<file path="config.mk">
export PLATFORM = sky130hd
export DESIGN_NAME = ctrl_config_fecha
export DESIGN_NICKNAME = d
export VERILOG_FILES = /design/src/rtl/ctrl_config_fecha.sv
export SDC_FILE = /design/constraint.sdc
export NUM_CORES = 1
export LEC_CHECK = 0
export BUFFER_PORTS_ARGS = -buffer_cell sky130_fd_sc_hd__clkbuf_2
export CAP_MARGIN = 15
export CORE_UTILIZATION = 58
export CTS_BUF_LIST = sky130_fd_sc_hd__clkbuf_16
export DETAILED_ROUTE_END_ITERATION = 8
export PLACE_DENSITY = 0.85
export SLEW_MARGIN = 5
export SYNTH_ARGS = -nofsm -noshare
export SYNTH_HDL_FRONTEND = slang
export SYNTH_SLANG_ARGS = --single-unit
</file>
<file path="constraint.sdc">
create_clock -name clk -period 5.4 [get_ports clk]
set_input_delay 0.81 -clock clk [delete_from_list [all_inputs] [get_ports clk]]
set_output_delay 0.81 -clock clk [all_outputs]
set_load 0.1 [all_outputs]
</file>
<file path="src/rtl/ctrl_config_fecha.sv">
// Purpose : keyboard-driven date edit controller; decodes PS/2 keys into f2/posicion
//           and writes the committed day/month/year snapshot to the RTC over req/ack.
// Latency : key events act on the edge they are sampled; first wr_req rises on the
//           commit edge, one idle wr_req cycle separates consecutive writes.
// Backpressure: each write holds wr_req with stable addr/data until wr_ack; a write
//           left unacknowledged for TIMEOUT cycles aborts the sequence with err.
//
// Ports:
//   clk, rst                 clock, synchronous active-high reset
//   en_codigo, key_code      scan-code strobe and code from the PS/2 receiver
//   dato_dia/mes/year        BCD values from the field counters
//   wr_ack                   RTC bus master accepted the current write
//   posicion, f2             field selector and edit-mode flag to the counters
//   wr_req/addr/data         write request to the RTC bus
//   busy, done, err          sequence status; done/err are one-cycle pulses
module ctrl_config_fecha #(
   parameter int          N         = 8,
   parameter int          P         = 2,
   parameter logic [7:0]  ADDR_DIA  = 8'h24,
   parameter logic [7:0]  ADDR_MES  = 8'h25,
   parameter logic [7:0]  ADDR_YEAR = 8'h26,
   parameter logic [15:0] TIMEOUT   = 16'd1000
) (
   input  logic         clk,
   input  logic         rst,
   input  logic         en_codigo,
   input  logic [N-1:0] key_code,
   input  logic [N-1:0] dato_dia,
   input  logic [N-1:0] dato_mes,
   input  logic [N-1:0] dato_year,
   input  logic         wr_ack,
   output logic [P-1:0] posicion,
   output logic         f2,
   output logic         wr_req,
   output logic [N-1:0] wr_addr,
   output logic [N-1:0] wr_data,
   output logic         busy,
   output logic         done,
   output logic         err
);

   // Scan codes of interest
   localparam logic [N-1:0] KEY_F2    = N'(8'h06);
   localparam logic [N-1:0] KEY_RIGHT = N'(8'h74);
   localparam logic [N-1:0] KEY_LEFT  = N'(8'h6B);
   localparam logic [N-1:0] KEY_ENTER = N'(8'h5A);
   localparam logic [N-1:0] KEY_ESC   = N'(8'h76);

   // Highest legal field index / posicion value (year)
   localparam logic [P-1:0] POS_MAX = P'(2);
   localparam logic [1:0]   IDX_MAX = 2'd2;

   localparam logic [15:0]  TMO_LAST = TIMEOUT - 16'd1;

   typedef enum logic [2:0] {
      S_IDLE,
      S_EDIT,
      S_WR_REQ,
      S_GAP,
      S_DONE
   } state_t;

   state_t         state, state_nxt;
   logic [P-1:0]   pos_q, pos_nxt;
   logic [1:0]     idx_q, idx_nxt;
   logic [N-1:0]   snap_dia_q, snap_dia_nxt;
   logic [N-1:0]   snap_mes_q, snap_mes_nxt;
   logic [N-1:0]   snap_year_q, snap_year_nxt;
   logic [15:0]    tmo_q, tmo_nxt;
   logic           err_q, err_nxt;

   // Key decode: every key qualifier already includes the strobe
   logic k_f2, k_right, k_left, k_enter, k_esc;

   always_comb begin
      k_f2    = en_codigo && (key_code == KEY_F2);
      k_right = en_codigo && (key_code == KEY_RIGHT);
      k_left  = en_codigo && (key_code == KEY_LEFT);
      k_enter = en_codigo && (key_code == KEY_ENTER);
      k_esc   = en_codigo && (key_code == KEY_ESC);
   end

   // State and datapath registers
   always_ff @(posedge clk) begin
      if (rst) begin
         state       <= S_IDLE;
         pos_q       <= '0;
         idx_q       <= '0;
         snap_dia_q  <= '0;
         snap_mes_q  <= '0;
         snap_year_q <= '0;
         tmo_q       <= '0;
         err_q       <= 1'b0;
      end else begin
         state       <= state_nxt;
         pos_q       <= pos_nxt;
         idx_q       <= idx_nxt;
         snap_dia_q  <= snap_dia_nxt;
         snap_mes_q  <= snap_mes_nxt;
         snap_year_q <= snap_year_nxt;
         tmo_q       <= tmo_nxt;
         err_q       <= err_nxt;
      end
   end

   // Next-state and datapath update
   always_comb begin
      state_nxt     = state;
      pos_nxt       = pos_q;
      idx_nxt       = idx_q;
      snap_dia_nxt  = snap_dia_q;
      snap_mes_nxt  = snap_mes_q;
      snap_year_nxt = snap_year_q;
      tmo_nxt       = tmo_q;
      err_nxt       = 1'b0;

      unique case (state)
         S_IDLE: begin
            if (k_f2) begin
               state_nxt = S_EDIT;
               pos_nxt   = '0;
            end
         end

         S_EDIT: begin
            if (k_enter) begin
               // Freeze the counters' values; later input changes are not written
               state_nxt     = S_WR_REQ;
               snap_dia_nxt  = dato_dia;
               snap_mes_nxt  = dato_mes;
               snap_year_nxt = dato_year;
               idx_nxt       = '0;
               tmo_nxt       = '0;
            end else if (k_esc) begin
               // posicion deliberately retained on cancel
               state_nxt = S_IDLE;
            end else if (k_right) begin
               pos_nxt = (pos_q >= POS_MAX) ? '0 : pos_q + P'(1);
            end else if (k_left) begin
               pos_nxt = (pos_q == '0) ? POS_MAX : pos_q - P'(1);
            end
         end

         S_WR_REQ: begin
            // An ack on the last allowed cycle still counts as success
            if (wr_ack) begin
               state_nxt = S_GAP;
            end else if (tmo_q == TMO_LAST) begin
               state_nxt = S_IDLE;
               err_nxt   = 1'b1;
               tmo_nxt   = '0;
            end else begin
               tmo_nxt = tmo_q + 16'd1;
            end
         end

         S_GAP: begin
            if (idx_q == IDX_MAX) begin
               state_nxt = S_DONE;
            end else begin
               state_nxt = S_WR_REQ;
               idx_nxt   = idx_q + 2'd1;
               tmo_nxt   = '0;
            end
         end

         S_DONE: begin
            state_nxt = S_IDLE;
         end

         default: begin
            state_nxt = S_IDLE;
         end
      endcase
   end

   // Outputs are decoded from registered state, so they change only on clk edges
   always_comb begin
      f2       = (state == S_EDIT);
      wr_req   = (state == S_WR_REQ);
      busy     = (state == S_WR_REQ) || (state == S_GAP) || (state == S_DONE);
      done     = (state == S_DONE);
      err      = err_q;
      posicion = pos_q;
      wr_addr  = '0;
      wr_data  = '0;
      if (state == S_WR_REQ) begin
         unique case (idx_q)
            2'd0: begin
               wr_addr = N'(ADDR_DIA);
               wr_data = snap_dia_q;
            end
            2'd1: begin
               wr_addr = N'(ADDR_MES);
               wr_data = snap_mes_q;
            end
            default: begin
               wr_addr = N'(ADDR_YEAR);
               wr_data = snap_year_q;
            end
         endcase
      end
   end

endmodule

</file>
* Word level (Yosys, flattened, before mapping)
Index checks and enable logic that the tools add are counted.
** Operators by class
- $add $sub $neg :: 4
- Order comparisons :: 1
- Equality and inequality tests :: 21
- Muxes and demuxes :: 28
- Bitwise operators :: 1
- Reductions and logical operators :: 19
** Operators by type and width (number)
- 16-bit 2-to-1 mux :: 4
- 16-bit case mux with 3 select lines :: 1
- 8-bit by 7-bit equality test with 1-bit output, second input constant :: 4
- 2-bit 2-to-1 mux :: 9
- 3-bit 2-to-1 mux :: 6
- 16-bit by 1-bit adder with 16-bit output, second input constant :: 1
- 16-bit by 10-bit equality test with 1-bit output, second input constant :: 1
- 8-bit case mux with 2 select lines :: 1
- 2-bit case mux with 2 select lines :: 3
- 3-bit case mux with 4 select lines :: 1
- 2-bit inequality test, second input constant :: 5
- 8-bit by 3-bit equality test with 1-bit output, second input constant :: 1
- 8-bit 2-to-1 mux :: 1
- 3-bit by 2-bit equality test with 1-bit output, second input constant :: 2
- 6-bit 2-to-1 mux :: 1
- 3-bit by 1-bit inequality test with 1-bit output, second input constant :: 2
- 3-bit AND reduction :: 2
- 1-bit logical AND :: 5
- 5-bit AND reduction :: 1
- 2-bit by 1-bit adder with 2-bit output, second input constant :: 2
- 2-bit logical NOT :: 2
- 4-bit AND reduction :: 1
- 2-bit nonzero test :: 2
- 3-bit by 1-bit equality test with 1-bit output, second input constant :: 1
- other kinds (14) :: 15
** Storage, ports and cells
- Bits in registers :: 48
- Input port bits :: 36
- Word-level logic and storage cells :: 82

* Logic depth before layout (Yosys ltp)
Gate-level depths: netlist (run 1).
- Depth after elaboration :: 7
- Gate-level depth with buffers :: 8
- Mapped depth without buffers :: 7

* Least setup slack after synthesis (run 1)
Ideal clock, no wire load.
- Path kind :: flip-flop to output port
- Start :: reg state[2]
- End :: out busy
- Arrival :: 3.400 ns
- Data required time :: 4.590 ns
- Setup slack :: 1.190 ns
- Cell stages (with the launch flop) :: 4
- Path through :: dfxtp_1 -> inv_2 -> nor3_1 -> a21o_1
** On the way
- Elaborated cells between the ends (all ways) :: 5
- Classes of those cells :: eq/ne (3); reduce/logical (2)
** RTL lines
- start: declaration :: line 63 : state_t state, state_nxt;
- start signal: assignment :: line 95 : state <= state_nxt;
- 3-bit equality test
- via done :: line 38 : output logic done,
- 1-bit logical OR :: line 181 : busy = (state == S_WR_REQ) || (state == S_GAP) || (state == S_DONE);
- end: declaration :: line 37 : output logic busy,
The timed path passes the listed nets, and every way through them passes these cells.

* Worst setup path after layout (run 1)
- Start :: reg idx_q[0]
- End :: out wr_data[3]
** On the way
- Cells in the longest elaborated chain, start to end :: 3
- Elaborated cells between the ends (all ways) :: 4
- Classes of those cells :: eq/ne (1); mux (2); reduce/logical (1)
** RTL lines
- start: declaration :: line 65 : logic [1:0] idx_q, idx_nxt;
- start signal: assignment :: line 97 : idx_q <= idx_nxt;
- 2-bit by 1-bit equality test with 1-bit output / 2-bit logical NOT (equally long branches) :: line 188 : unique case (idx_q)
- 8-bit case mux with 2 select lines * :: line 188
- 8-bit 2-to-1 mux * :: line 187 : if (state == S_WR_REQ) begin
- end: declaration :: line 36 : output logic [N-1:0] wr_data,
Every way passes the cells marked *; elsewhere a longest branch is shown, timed or not.

==> run summary, run 1 <==
die span in y - 68.7 um
Post-Synth XOR/XNOR Area - 0
Final Skew - 0.00246 ns
status - finished clean
hold path cells - 2
Finished Layout Cells - 417
CTS sink cnt - 48
Compound-Gate Fraction of Synth Area - 0.194
Crit Path Max Fanout - 10
Static Leak - 1.08 nW
top cells by area, synth - dfxtp_1 (37%), nand2_1 (12%), a21oi_1 (8.0%)
required time worst endpoint - 4.59 ns
Placed Area - 2790 um2
max incr delay on CP - 0.50 ns
post_cts resized - 0
Sw Ratio - 0.208
share of layout cells above drive strength 1 - 0.199
sequential power share - 0.482
CP cell instances - inv_1, ha_1, nor2_1, nand2_1, a21oi_1, clkbuf_2
DP HPWL - 4080 um
number of buffer cells added on primary ports - 54
worst hold path class - reg2reg
clock network fraction of total power - 0.466
RSZ-0062 raised after global routing - no
core area - 4140 um2
RR Startpoint - tmo_q[0]
clock root cell - clkbuf_16
initial DRC count - 269
area grow syn2layout - 14.4%
fmax - 317 MHz
CP Launch Type - register
Fin Setup TNS - 0 ns
Placer Congestion - 0.845
register area share after synthesis - 0.372
later-pin clock latency in the skew report - 0.28 ns
DRC - 0
design area - 2950 um2
final hold violation count - 0
antenna violations before repair - 0
total power - 0.735 mW
Tmin final - 3.16 ns
final worst-path setup slack - 2.24 ns
max capacitance violation total - 0
Seq cells post-synth - 48
simple-gate share of the synthesized area - 0.314
leading cell type in the layout, fill and taps excluded - nand2_1
Initial DRT Pass Iterations - 4
Final Core Density - 0.712
starting density of the core - 0.623
post-synth top area share - 0.372
mean post-synth cell area - 7.91 um2
num rows - 23
GRT overflow - 0
vias in the first global route - 2246
Synth cell types - 56
area leader, netlist - dfxtp_1
P_sw - 0.153 mW
hold endpoint - snap_year_q[7]
# nets final - 409
Worst IR Drop VDD - 0.000216 V
Clock Tree Buf Depth - 2
Die W - 68.7 um
CTS tree - done
total global-route track usage - 0.270
crit path DAT - 2.35 ns
combinational share of power - 0.052
CP Class - reg2out
Worst slew margin - 0.418
R2R setup slack - 3.03 ns
synthesized area - 2580 um2
largest net degree at the start of global routing - 40
Adder-Cell Fraction of Synth Area - 0.0339
setup repair bufs after CTS - 0
final setup fails - 0
Final Max Tran Viols - 0
Via-to-Cell Ratio - 6.13
DR vias - 2556
Least-Margin Pin Slew - 0.873 ns
post-synthesis mux area share - 0.0194
Crit. End Element - primary output
final wirelength - 6040 um
clock transition at the registers of the reported paths - 0.06 ns
most frequent cells in the layout - nand2_1 (80), clkbuf_2 (54), dfxtp_1 (48), a21oi_1 (41), nand3_1 (13)
Post-Synthesis Cells - 326
Critical-path top delay cell - nor2_1
Pwr Density - 249 nW/um2
pre-CTS setup slack - 2.57 ns
FF-to-FF path depth - 6
Ys Warns - 0
post-route ant nets - 0
WL per Instance - 14.5 um
P_int - 0.582 mW
Hold WS - 0.461 ns
dpl cells - 409
TritonCTS buffer count - 5
CTS H-Tree Depth - 2
FF-to-FF End - state[1]
period utilization - 0.585
first-pass GRT wire length - 9610 um
hold path startpoint - snap_year_q[7]
io pins - 59
CTS hold repair buffers - 0
ANT cells - 0
largest family of logic cells by synthesized area - simple AND/OR/NAND/NOR gates
die area - 4720 um2
## layer usage
layer | share of wire | track usage
met2 | 0.48 | 0.428
met1 | 0.44 | 0.358
met3 | 0.062 | 0.0510
met5 | 0 | 0
met4 | 0.013 | 0.112
## flip-flops by register name, indices dropped and copies added (netlist names)
register	count
state	3
err	1
posicion	2
idx_q	2
snap_dia_q	8
snap_mes_q	8
tmo_q	16
snap_year_q	8
## power by group through the flow
stage	combinational [mW]	sequential, mW	clock (mW)
after floorplan	0.0238	0.362	0
after global placement	0.0376	0.362	0
after detailed placement	0.0380	0.362	0
after CTS	0.0380	0.354	0.344
after global routing	0.0408	0.354	0.362
final	0.0383	0.354	0.343
## Yosys cell counts, drive strengths merged
| cell | number |
|---|---|
| nor2 | 9 |
| buf | 14 |
| and3 | 4 |
| nand2b | 1 |
| nand4b | 3 |
| or2 | 2 |
| a31o | 2 |
| or3b | 1 |
| o21ai | 2 |
| o22ai | 1 |
| clkbuf | 10 |
| a21oi | 41 |
| conb | 1 |
| and4 | 2 |
| nor4bb | 2 |
| and4b | 1 |
| mux2i | 5 |
| nor2b | 1 |
| or3 | 3 |
| a22oi | 8 |
| o31ai | 1 |
| nand3b | 1 |
| o31a | 1 |
| a211oi | 3 |
| a41oi | 3 |
| a32oi | 1 |
| nand4 | 3 |
| inv | 8 |
| nand3 | 14 |
| and3b | 1 |
| nand4bb | 2 |
| nand2 | 80 |
| nor3b | 2 |
| and2 | 3 |
| dfxtp | 48 |
| a2111oi | 1 |
| a31oi | 11 |
| nor3 | 11 |
| a21boi | 4 |
| nor4b | 2 |
| nor4 | 3 |
| ha | 7 |
| or4b | 2 |
| a21o | 1 |
## kinds of logic (layout without fill, tap and decap cells)
logic type                 Yosys count  in the layout
other                                1              4
adders and majority gates            7              7
buffers and inverters               32             70
muxes                                5              5
AOI/OAI and AO/OA                   80             80
DFF                                 48             48
and+or+nand+nor                    153            153
## worst max-delay path by stage
stage              from    endpoint  slack [ns]  cells after the start
6_report       idx_q[0]  wr_data[3]        2.24                      6
5_1_grt        idx_q[0]  wr_data[5]        2.08                      6
2_1_floorplan  state[2]        busy        1.19                      3
3_3_place_gp   idx_q[0]  wr_data[5]        2.68                      6
3_5_place_dp   idx_q[0]  wr_data[3]        2.57                      6
4_1_cts        idx_q[0]  wr_data[3]        2.25                      6
## critical path: cells and delay by family, from the launching register on
family | cells | cell delay, ns
and+or+nand+nor | 2 | 0.63
adders and majority gates | 1 | 0.32
AOI/OAI and AO/OA | 1 | 0.17
DFF | 1 | 0.36
buffers and inverters | 2 | 0.57
## final cells by class
| class | count | area [um2] |
|---|---|---|
| Tap cell | 50 | 62.6 |
| Sequential cell | 48 | 961 |
| Clock inverter | 3 | 38.8 |
| Timing Repair Buffer | 54 | 270 |
| Clock buffer | 5 | 125 |
| Fill cell | 333 | 1190 |
| Multi-Input combinational cell | 249 | 1460 |
| Inverter | 8 | 30.0 |
(Power assumes the default switching activity.)
==> run 2, diff against run 1 <==
CORE_UTILIZATION = 54   (was 58)
PLACE_DENSITY = 0.8   (was 0.85)
clock period = 3.2 ns   (was 5.4 ns; I/O delays follow)
==> run summary, run 2 (synthesis results as in run 1) <==
status - complete, but fails checks
failing checks - design-rule violations
Sw Ratio - 0.228
combinational share of power - 0.055
max capacitance violation total - 0
area grow syn2layout - 14.7%
period utilization - 0.870
Final Core Density - 0.661
fmax - 359 MHz
Crit Path Max Fanout - 10
clock root cell - clkbuf_16
Die W - 71.1 um
Fin Setup TNS - 0 ns
initial DRC count - 236
required time worst endpoint - 2.72 ns
die area - 5060 um2
Final Skew - 0.00688 ns
CP Launch Type - register
P_sw - 0.267 mW
CP Class - reg2out
Static Leak - 1.07 nW
max FFs per register - 16
final hold violation count - 0
Final Max Tran Viols - 0
number of buffer cells added on primary ports - 54
worst hold path class - in2reg
io pins - 59
post-route ant nets - 0
most frequent cells in the layout - nand2_1 (80), clkbuf_2 (54), dfxtp_1 (48), a21oi_1 (41), nand3_1 (13)
GRT overflow - 0
leading cell type in the layout, fill and taps excluded - nand2_1
RR Startpoint - state[1]
Initial DRT Pass Iterations - 7
sequential power share - 0.510
vias in the first global route - 2244
post_cts resized - 0
ANT cells - 0
Worst IR Drop VDD - 0.000287 V
WL per Instance - 14.2 um
# nets final - 411
DP HPWL - 4190 um
die span in y - 71.1 um
CTS tree - done
hold endpoint - snap_year_q[2]
final setup fails - 0
setup repair bufs after CTS - 0
antenna violations before repair - 0
FF-to-FF path depth - 6
Pwr Density - 396 nW/um2
first-pass GRT wire length - 10200 um
P_int - 0.904 mW
crit path DAT - 2.30 ns
clock transition at the registers of the reported paths - 0.07 ns
largest net degree at the start of global routing - 40
CTS H-Tree Depth - 2
Largest Register - tmo_q
Clock Tree Buf Depth - 2
starting density of the core - 0.577
later-pin clock latency in the skew report - 0.29 ns
core area - 4470 um2
Worst slew margin - 0.415
clock network fraction of total power - 0.436
RSZ-0062 raised after global routing - no
TritonCTS buffer count - 5
Tmin final - 2.78 ns
final wirelength - 5980 um
hold path cells - 3
DR vias - 2480
Crit. End Element - primary output
FF-to-FF End - tmo_q[14]
CTS sink cnt - 48
share of layout cells above drive strength 1 - 0.209
hold path startpoint - dato_year[2]
Placer Congestion - 0.827
num rows - 24
total global-route track usage - 0.251
Least-Margin Pin Slew - 0.876 ns
R2R setup slack - 0.92 ns
DRC - 3
CTS hold repair buffers - 0
Via-to-Cell Ratio - 5.89
-- run 2: stage by stage --
stage | cells | worst slack, ns | hold WS [ns] | cell area (um2) | total power, mW
after global routing | 421 | 0.189 | 0.412 | 2960 | 1.20
after global placement | 413 | 0.803 | 0.442 | 2820 | 0.674
after detailed placement | 413 | 0.752 | 0.448 | 2820 | 0.675
after floorplan | 329 | 0.0404 | 0.434 | 2600 | 0.651
after CTS | 421 | 0.438 | 0.404 | 2960 | 1.17
final | 421 | 0.416 | 0.407 | 2960 | 1.17
-- run 2: layer usage --
metal | global-route usage | up-vias | wire (um)
met3 | 0.0370 | 7 | 275
met2 | 0.407 | 68 | 2810
li1 | - | 1237 | -
met5 | 0 | - | 0
met4 | 0.0844 | 0 | 66
met1 | 0.343 | 1168 | 2830
-- run 2: power groups by stage --
| stage | sequential (mW) | combinational [mW] | clock, mW |
|---|---|---|---|
| 2_1_floorplan | 0.611 | 0.0402 | 0 |
| 3_3_place_gp | 0.611 | 0.0636 | 0 |
| 3_5_place_dp | 0.611 | 0.0640 | 0 |
| 4_1_cts | 0.597 | 0.0641 | 0.513 |
| 5_1_grt | 0.597 | 0.0685 | 0.537 |
| 6_report | 0.597 | 0.0642 | 0.510 |
-- run 2: worst max-delay path by stage --
stage                     startpoint    endpoint  depth (start not counted)
after CTS                   idx_q[0]  wr_data[4]                          6
after detailed placement    idx_q[0]  wr_data[4]                          6
after floorplan             idx_q[0]  wr_data[0]                          6
after global routing        idx_q[0]  wr_data[6]                          6
final                       idx_q[0]  wr_data[4]                          6
after global placement      idx_q[0]  wr_data[4]                          6
-- run 2: cell type report --
cell class                 instances  area [um2]
inverter                           8        30.0
tap                               52        65.1
fill                             380        1520
clock buffer                       5         125
clock inverter                     3        18.8
multi-input combinational        249        1470
timing repair buffer              56         285
sequential                        48         961
-- run 2: critical path, stage by stage, from the launching register on --
cell and delay (ns):
dfxtp_1 0.36, inv_1 0.09, ha_1 0.32, nor2_1 0.48, nand2_1 0.11, a21oi_1 0.17, clkbuf_2 0.49
==> run 3, diff against run 2 <==
clock period = 2.9 ns   (was 3.2 ns; I/O delays follow)
==> run summary, run 3 (synthesis results as in run 1) <==
share of layout cells above drive strength 1 - 0.237
Via-to-Cell Ratio - 5.90
core area - 4470 um2
leading cell type in the layout, fill and taps excluded - nand2_1
total power - 1.38 mW
Pwr Density - 455 nW/um2
clock transition at the registers of the reported paths - 0.06 ns
Final Max Tran Viols - 0
Critical-path top delay cell - clkbuf_2
antenna violations before repair - 0
period utilization - 0.897
CTS tree - done
design area - 3030 um2
vias in the first global route - 2292
number of buffer cells added on primary ports - 54
Placer Congestion - 0.884
Largest Register - tmo_q
RSZ-0062 raised after global routing - no
worst hold path class - in2reg
required time worst endpoint - 2.47 ns
fillcell total - 385
later-pin clock latency in the skew report - 0.29 ns
Least-Margin Pin Slew - 0.859 ns
CTS sink cnt - 48
final wirelength - 6070 um
die span in y - 71.1 um
Worst slew margin - 0.426
clock root cell - clkbuf_16
Placed Area - 2860 um2
GRT overflow - 0
crit path DAT - 2.17 ns
DR vias - 2495
Final Skew - 0.00521 ns
area grow syn2layout - 17.5%
Die W - 71.1 um
initial DRC count - 167
final setup fails - 0
ANT cells - 0
largest net degree at the start of global routing - 27
CP cell instances - inv_1, ha_1, nor2_2, nand2_1, a21oi_2, clkbuf_2
most frequent cells in the layout - nand2_1 (80), clkbuf_2 (54), dfxtp_1 (48), a21oi_1 (33), nand3_1 (13)
Tmin final - 2.60 ns
total global-route track usage - 0.262
Crit. End Element - primary output
final hold violation count - 0
die area - 5060 um2
Worst IR Drop VDD - 0.000269 V
DP HPWL - 4300 um
cell family with most CP delay - buffers and inverters
Crit Path Max Fanout - 10
WL per Instance - 14.3 um
post-route ant nets - 0
status - complete, but fails checks
CP Class - reg2out
Static Leak - 1.10 nW
CTS hold repair buffers - 0
failing checks - design-rule violations
CTS H-Tree Depth - 2
fmax - 385 MHz
Clock Tree Buf Depth - 2
hold path startpoint - dato_year[2]
# nets final - 413
WP buf/inv - 2
Reg area - 961 um2
first-pass GRT wire length - 10500 um
footprint of the multi-input gates - 1510 um2
TritonCTS buffer count - 5
num rows - 24
DRC - 2
io pins - 59
starting density of the core - 0.577
Initial DRT Pass Iterations - 7
max incr delay on CP - 0.46 ns
crit path from - idx_q[0]
max capacitance violation total - 0
CP Launch Type - register
RR Startpoint - tmo_q[0]
max FFs per register - 16
## run 3: changes by cell type in the layout (fill, tap and decap cells not counted), sizes merged
cell / previous run / this run
buf: 2 / 4
bufinv: 0 / 1
clkinv: 1 / 2
clkinvlp: 2 / 0
## run 3: worst paths after layout
path | end | slack (ns) | depth (start not counted)
worst min-delay path | snap_year_q[2] | 0.36 | 3
worst max register to register | state[1] | 0.69 | 6
worst max-delay path | wr_data[6] | 0.30 | 6
worst min register to register | snap_year_q[4] | 0.45 | 2
## run 3: what timing repair did
action	in CTS	in global routing
setup endpoints to repair	0	8
setup buffers	0	0
gates resized for setup	0	1
## run 3: worst reg2reg max path, cell delays in order (launching register included)
cell       delay (ns)
dfxtp_1          0.38
ha_1             0.27
nor4b_1          0.33
and4_1           0.43
nor2_2           0.16
a2111oi_0        0.33
and3b_1          0.21
## run 3: final cells by class
cell class,count,area share
Timing Repair Buffer,58,0.0991
Clock buffer,5,0.0413
Tap cell,52,0.0215
Inverter,8,0.00991
Multi-Input combinational cell,249,0.497
Sequential cell,48,0.317
Clock inverter,3,0.0140
## run 3: where the power goes
part	leakage (nW)	switching (mW)	internal (mW)	total, mW
sequential	0.386	0.0000740	0.659	0.659
clock	0.0814	0.242	0.405	0.647
combinational	0.631	0.0483	0.0235	0.0719
## run 3: stage by stage
stage / hold slack, ns / setup TNS (ns) / setup slack, ns / util / std cells
after floorplan: 0.434 / -0.0594 / -0.0594 / - / 329
after global placement: 0.443 / 0 / 0.536 / 0.639 / 415
after detailed placement: 0.448 / 0 / 0.456 / 0.639 / 415
after CTS: 0.360 / 0 / 0.130 / 0.677 / 423
after global routing: 0.360 / 0 / 0.105 / 0.677 / 423
final: 0.360 / 0 / 0.300 / 0.677 / 423
## run 3: per-layer routing
| layer | track usage | vias up | part of all wire |
|---|---|---|---|
| met5 | 0 | - | 0 |
| met4 | 0.124 | 0 | 0.017 |
| met2 | 0.429 | 81 | 0.49 |
| li1 | - | 1242 | - |
| met1 | 0.338 | 1162 | 0.44 |
| met3 | 0.0413 | 10 | 0.059 |
